### config.mk
export PLATFORM = sky130hd
export DESIGN_NAME = alu_seq
export DESIGN_NICKNAME = d
export VERILOG_FILES = /design/src/rtl/alu_seq_pkg.sv /design/src/rtl/alu_shift_mul.sv /design/src/rtl/alu_seq.sv
export SDC_FILE = /design/constraint.sdc
export NUM_CORES = 1
export LEC_CHECK = 0
export ABC_AREA = 1
export BUFFER_PORTS_ARGS = -buffer_cell sky130_fd_sc_hd__buf_2
export CAP_MARGIN = 20
export CORE_MARGIN = 2
export CORE_UTILIZATION = 67
export CTS_BUF_LIST = sky130_fd_sc_hd__clkbuf_8
export DETAILED_ROUTE_END_ITERATION = 8
export PLACE_DENSITY = 0.93
export SETUP_SLACK_MARGIN = 0.2
export SLEW_MARGIN = 20
export SYNTH_ARGS = -nofsm -noshare
export SYNTH_HDL_FRONTEND = slang
export SYNTH_SLANG_ARGS = --single-unit
### constraint.sdc
create_clock -name clk -period 6.3 [get_ports clk]
set_clock_uncertainty 0.1 [all_clocks]
set_input_delay 0.315 -clock clk [delete_from_list [all_inputs] [get_ports clk]]
set_output_delay 0.315 -clock clk [all_outputs]
set_load 0.02 [all_outputs]
### src/rtl/alu_seq_pkg.sv
// ============================================================================
// Module      : alu_seq_pkg
// Description : Opcode and FSM state encodings shared by the sequential ALU.
// Revision    : 1.0 - initial release
// ============================================================================
`default_nettype none

package alu_seq_pkg;

  localparam logic [2:0] OP_ADD   = 3'b000;
  localparam logic [2:0] OP_SUB   = 3'b001;
  localparam logic [2:0] OP_ADD2  = 3'b010;
  localparam logic [2:0] OP_SUB2  = 3'b011;
  localparam logic [2:0] OP_MUL   = 3'b100;
  localparam logic [2:0] OP_MAX   = 3'b101;
  localparam logic [2:0] OP_ABS   = 3'b110;
  localparam logic [2:0] OP_PASSB = 3'b111;

  typedef enum logic [0:0] {
    ST_IDLE = 1'b0,
    ST_MUL  = 1'b1
  } state_t;

endpackage

`default_nettype wire

### src/rtl/alu_shift_mul.sv
// ============================================================================
// Module      : alu_shift_mul
// Description : HALF x HALF unsigned shift-add multiplier, one bit per cycle.
// Revision    : 1.0 - initial release
// ============================================================================
`default_nettype none

module alu_shift_mul #(
  parameter int HALF = 4
) (
  input  logic              clk,
  input  logic              rst,
  input  logic              start,
  input  logic [HALF-1:0]   mcand,
  input  logic [HALF-1:0]   mplier,
  output logic              busy,
  output logic              done,
  output logic [2*HALF-1:0] product
);

  localparam int CW = $clog2(HALF + 1);
  localparam logic [CW-1:0] C_CNT_INIT = CW'(HALF);
  localparam logic [CW-1:0] C_CNT_ONE  = CW'(1);

  logic [2*HALF-1:0] r_mcand;
  logic [HALF-1:0]   r_mplier;
  logic [2*HALF-1:0] r_acc;
  logic [CW-1:0]     r_count;
  logic              r_busy;

  logic [2*HALF-1:0] w_addend;
  logic [2*HALF-1:0] w_acc_next;

  assign w_addend   = r_mplier[0] ? r_mcand : '0;
  assign w_acc_next = r_acc + w_addend;

  // product is the accumulator after this cycle's step, so the owner can
  // capture the final value on the same edge that done is high.
  assign product = w_acc_next;
  assign done    = r_busy && (r_count == C_CNT_ONE);
  assign busy    = r_busy;

  always_ff @(posedge clk) begin
    if (rst) begin
      r_mcand  <= '0;
      r_mplier <= '0;
      r_acc    <= '0;
      r_count  <= '0;
      r_busy   <= 1'b0;
    end else if (start) begin
      r_mcand  <= {{HALF{1'b0}}, mcand};
      r_mplier <= mplier;
      r_acc    <= '0;
      r_count  <= C_CNT_INIT;
      r_busy   <= 1'b1;
    end else if (r_busy) begin
      r_acc    <= w_acc_next;
      r_mcand  <= r_mcand << 1;
      r_mplier <= r_mplier >> 1;
      r_count  <= r_count - C_CNT_ONE;
      if (done) begin
        r_busy <= 1'b0;
      end
    end
  end

endmodule

`default_nettype wire

### src/rtl/alu_seq.sv
// ============================================================================
// Module      : alu_seq
// Description : Registered 8-function ALU with valid/ready in and out.
// Revision    : 1.0 - initial release
// ============================================================================
`default_nettype none

module alu_seq
  import alu_seq_pkg::*;
#(
  parameter int WIDTH = 8
) (
  input  logic             clk,
  input  logic             rst,
  input  logic             in_valid,
  output logic             in_ready,
  input  logic [WIDTH-1:0] a,
  input  logic [WIDTH-1:0] b,
  input  logic [2:0]       select,
  output logic             out_valid,
  input  logic             out_ready,
  output logic [WIDTH-1:0] result,
  output logic             flag_zero,
  output logic             flag_neg,
  output logic             flag_carry,
  output logic             flag_ovf
);

  localparam int HALF = WIDTH / 2;
  localparam int MSB  = WIDTH - 1;
  localparam logic [WIDTH-1:0] C_MIN_NEG = {1'b1, {(WIDTH-1){1'b0}}};

  state_t           r_state;
  logic             r_out_valid;
  logic [WIDTH-1:0] r_result;
  logic             r_zero;
  logic             r_neg;
  logic             r_carry;
  logic             r_ovf;

  logic             w_accept;
  logic             w_mul_start;
  logic             w_mul_busy;
  logic             w_mul_done;
  logic [WIDTH-1:0] w_mul_product;

  logic [WIDTH:0]   w_add;
  logic [WIDTH:0]   w_sub;
  logic [WIDTH+1:0] w_add2;
  logic [WIDTH+1:0] w_sub2;
  logic [WIDTH-1:0] w_abs;
  logic [WIDTH-1:0] w_max;

  logic [WIDTH-1:0] w_alu_res;
  logic             w_alu_carry;
  logic             w_alu_ovf;

  assign in_ready    = (r_state == ST_IDLE) && !w_mul_busy && (!r_out_valid || out_ready);
  assign w_accept    = in_valid && in_ready;
  assign w_mul_start = w_accept && (select == OP_MUL);

  alu_shift_mul #(
    .HALF (HALF)
  ) u_mul (
    .clk     (clk),
    .rst     (rst),
    .start   (w_mul_start),
    .mcand   (a[HALF-1:0]),
    .mplier  (b[HALF-1:0]),
    .busy    (w_mul_busy),
    .done    (w_mul_done),
    .product (w_mul_product)
  );

  // ADD2/SUB2 use two guard bits so carry/borrow reflect the exact result.
  assign w_add  = {1'b0, a} + {1'b0, b};
  assign w_sub  = {1'b0, a} - {1'b0, b};
  assign w_add2 = {2'b00, a} + {1'b0, b, 1'b0};
  assign w_sub2 = {2'b00, a} - {1'b0, b, 1'b0};
  assign w_abs  = a[MSB] ? -a : a;
  assign w_max  = ($signed(a) >= $signed(b)) ? a : b;

  always_comb begin
    w_alu_res   = '0;
    w_alu_carry = 1'b0;
    w_alu_ovf   = 1'b0;
    case (select)
      OP_ADD: begin
        w_alu_res   = w_add[WIDTH-1:0];
        w_alu_carry = w_add[WIDTH];
        w_alu_ovf   = (a[MSB] == b[MSB]) && (w_add[MSB] != a[MSB]);
      end
      OP_SUB: begin
        w_alu_res   = w_sub[WIDTH-1:0];
        w_alu_carry = w_sub[WIDTH];
        w_alu_ovf   = (a[MSB] != b[MSB]) && (w_sub[MSB] != a[MSB]);
      end
      OP_ADD2: begin
        w_alu_res   = w_add2[WIDTH-1:0];
        w_alu_carry = |w_add2[WIDTH+1:WIDTH];
      end
      OP_SUB2: begin
        w_alu_res   = w_sub2[WIDTH-1:0];
        w_alu_carry = w_sub2[WIDTH+1];
      end
      OP_MAX:   w_alu_res = w_max;
      OP_ABS: begin
        w_alu_res = w_abs;
        w_alu_ovf = (a == C_MIN_NEG);
      end
      OP_PASSB: w_alu_res = b;
      default:  w_alu_res = '0;
    endcase
  end

  always_ff @(posedge clk) begin
    if (rst) begin
      r_state     <= ST_IDLE;
      r_out_valid <= 1'b0;
      r_result    <= '0;
      r_zero      <= 1'b0;
      r_neg       <= 1'b0;
      r_carry     <= 1'b0;
      r_ovf       <= 1'b0;
    end else begin
      case (r_state)
        ST_IDLE: begin
          if (w_accept) begin
            if (select == OP_MUL) begin
              r_state     <= ST_MUL;
              r_out_valid <= 1'b0;
            end else begin
              r_result    <= w_alu_res;
              r_zero      <= (w_alu_res == '0);
              r_neg       <= w_alu_res[MSB];
              r_carry     <= w_alu_carry;
              r_ovf       <= w_alu_ovf;
              r_out_valid <= 1'b1;
            end
          end else if (r_out_valid && out_ready) begin
            r_out_valid <= 1'b0;
          end
        end
        ST_MUL: begin
          if (w_mul_done) begin
            r_result    <= w_mul_product;
            r_zero      <= (w_mul_product == '0);
            r_neg       <= w_mul_product[MSB];
            r_carry     <= 1'b0;
            r_ovf       <= 1'b0;
            r_out_valid <= 1'b1;
            r_state     <= ST_IDLE;
          end
        end
        default: r_state <= ST_IDLE;
      endcase
    end
  end

  assign out_valid  = r_out_valid;
  assign result     = r_result;
  assign flag_zero  = r_zero;
  assign flag_neg   = r_neg;
  assign flag_carry = r_carry;
  assign flag_ovf   = r_ovf;

endmodule

`default_nettype wire
==> reports/results.txt <==
vias per cell: 5.99
Max transition margin: 0.376
Total GRT Usage: 0.380
Post-synth EDFFs: 0
clk buf depth: 2
max cap viols: 0
Via Count: 4544
share of cells above drive strength 1: 0.0922
Avg Inst Size Synth: 6.14 um2
number of DRC markers in iteration 0: 484
Post-Syn Nets: 724
first-pass GRT wire length: 19400 um
worst hold path type: input pin to register
Post-Route Setup TNS: 0 ns
Seq/Total Area, Yosys: 0.184
Die Y: 81.5 um
largest net degree at the start of global routing: 30
Syn-to-layout area delta: 6.96%
diodes inserted: 0
Worst Setup Start Kind: register
clk_lat worst skew: 0.29 ns
critical path class: register to register
Worst EP required: 6.39 ns
layout filler cell count: 523
Initial Util: 0.688
ys async rst share: 0
commonest non-fill, non-tap cell in the layout: nand2_1
Post-CTS Setup Inserts: 0
DP HPWL: 9610 um
worst slew pin tran: 0.935 ns
Core ar.: 0.00585 mm2
vias in the first global route: 4139
CTS Sinks: 37
Max Fclk: 336 MHz
VDD IR max: 0.218 mV
Comb pwr share: 0.393
post-synthesis cell count: 656
CP arrival: 3.07 ns
H-tree levels: 2
Top FF cell, synth: dfxtp_1
final hold slack: 0.229 ns
Die Area: 0.00665 mm2
CP Max Fanout: 29
final setup fails: 0
pwr/cell area: 164 mW/mm2
final hold violations: 0
hold bufs inserted after CTS: 0
Placed Cells: 750
GR Overflow Total: 0
Final period util: 0.473
total iterations of the first detailed-routing run: 7
initial antenna violation count: 0
clock-pin slew on the worst setup and hold paths: 0.08 ns
Remaining DRCs: 0
Die Wd: 81.5 um
Int Pwr: 0.000422 W
status: finished, final reports clean
CTS tree: done
Ys Warns: 0
port bufs: 36
# rows: 28
fin crit period: 2.98 ns
routability cong.: 1.07
fin cells: 758
final wirelength: 12200 um
Top Ports: 37
Layout Utilization: 0.736
root buf cell: clkbuf_8
net load switching power: 0.000284 W
RSZ-0062 raised after global routing: no
DR WL/cell: 16.1 um
Seq pwr share: 0.362
Worst setup EP type: register
synthesized flop and latch total: 37
area of the multi-input gates: 0.00285 mm2
Net Sw Frac: 0.402
FF+latch area: 741 um2
most frequent cells in the layout: nand2_1, inv_1, nand3_1
Post-CTS Resized: 0
power share of the clock group: 0.245
Max Slew Vio Count: 0
Nets: 750
Leakage Power: 2.19 nW
Netlist cell types: 40
CTS Buf Count: 5
post-synthesis instance area: 0.00403 mm2
final antenna-violating net count: 0
worst max-delay path: stages (launching register included):
cell and delay [ns]:
dfxtp_1 0.62, a211oi_1 0.54, nand2_1 0.20, nor2_1 0.69, nor2_1 0.26, clkinv_1 0.27, nor2_1 0.07, o21ai_0 0.08
inv_1 0.05
final cells by class:
cell class,instances,share of cell area
clock buffers,6,0.0192
clock inverters,2,0.00320
inverters,93,0.0811
multi-input cells,509,0.661
flip-flops and latches,37,0.172
well taps,75,0.0218
repair buffers,36,0.0418
cells in the mapped netlist, types with 7 or more instances:
cell | number | share of area
nand4_1 | 13 | 0.020
nor2_1 | 64 | 0.060
nand3_1 | 70 | 0.087
xor2_1 | 7 | 0.015
nand2_1 | 172 | 0.16
a21oi_1 | 54 | 0.067
o21ai_0 | 27 | 0.034
inv_1 | 91 | 0.085
clkbuf_1 | 8 | 0.0075
ha_1 | 40 | 0.12
a31oi_1 | 7 | 0.011
dfxtp_1 | 37 | 0.18
stage by stage:
stage | setup slack, ns | power (W) | area (um2)
after floorplan | 3.87 | 0.000453 | 4030
after detailed placement | 3.51 | 0.000527 | 4210
after global routing | 3.15 | 0.000747 | 4310
after global placement | 3.57 | 0.000522 | 4210
after CTS | 3.46 | 0.000698 | 4310
final | 3.32 | 0.000706 | 4310
flip-flops by register name (all words and copies together), names as in the netlist:
signal	flops
flag_zero	1
r_state	1
u_mul.r_mcand	8
flag_ovf	1
u_mul.r_mplier	4
u_mul.r_count	3
flag_carry	1
u_mul.r_acc	8
result	8
out_valid	1
u_mul.busy	1
kinds of logic after synthesis:
family,count (synthesis),share of synthesized area
flops,37,0.184
compound gates,111,0.157
buf+inv,110,0.109
simple gates,344,0.381
fa+ha+maj,45,0.149
xor+xnor,9,0.0196
power by group through the flow:
stage	sequential [W]	clock, W	combinational, W
2_1_floorplan	0.000266	0	0.000187
3_3_place_gp	0.000260	0	0.000262
3_5_place_dp	0.000260	0	0.000267
4_1_cts	0.000255	0.000173	0.000269
5_1_grt	0.000257	0.000183	0.000308
6_report	0.000255	0.000173	0.000278
routing by layer:
layer  up-vias  track usage  part of all wire
met5         -            0                 0
met4         0        0.127             0.028
met3        44        0.111              0.12
met2       263        0.589              0.44
met1      2047        0.504              0.42
li1       2190            -                 -
worst paths after layout:
path                                   end                    from  slack [ns]  cells past startpoint
max            u_mul.r_acc[5]$_SDFFE_PP0P_   u_mul.busy$_SDFF_PP0_        3.32                      8
min reg2reg         result[3]$_SDFFE_PP0P_  result[3]$_SDFFE_PP0P_        0.36                      2
min          u_mul.r_mcand[0]$_SDFFE_PP0P_                    a[0]        0.23                      3
max reg2reg    u_mul.r_acc[5]$_SDFFE_PP0P_   u_mul.busy$_SDFF_PP0_        3.32                      8
Note: power is estimated with default switching activity, not from simulation.
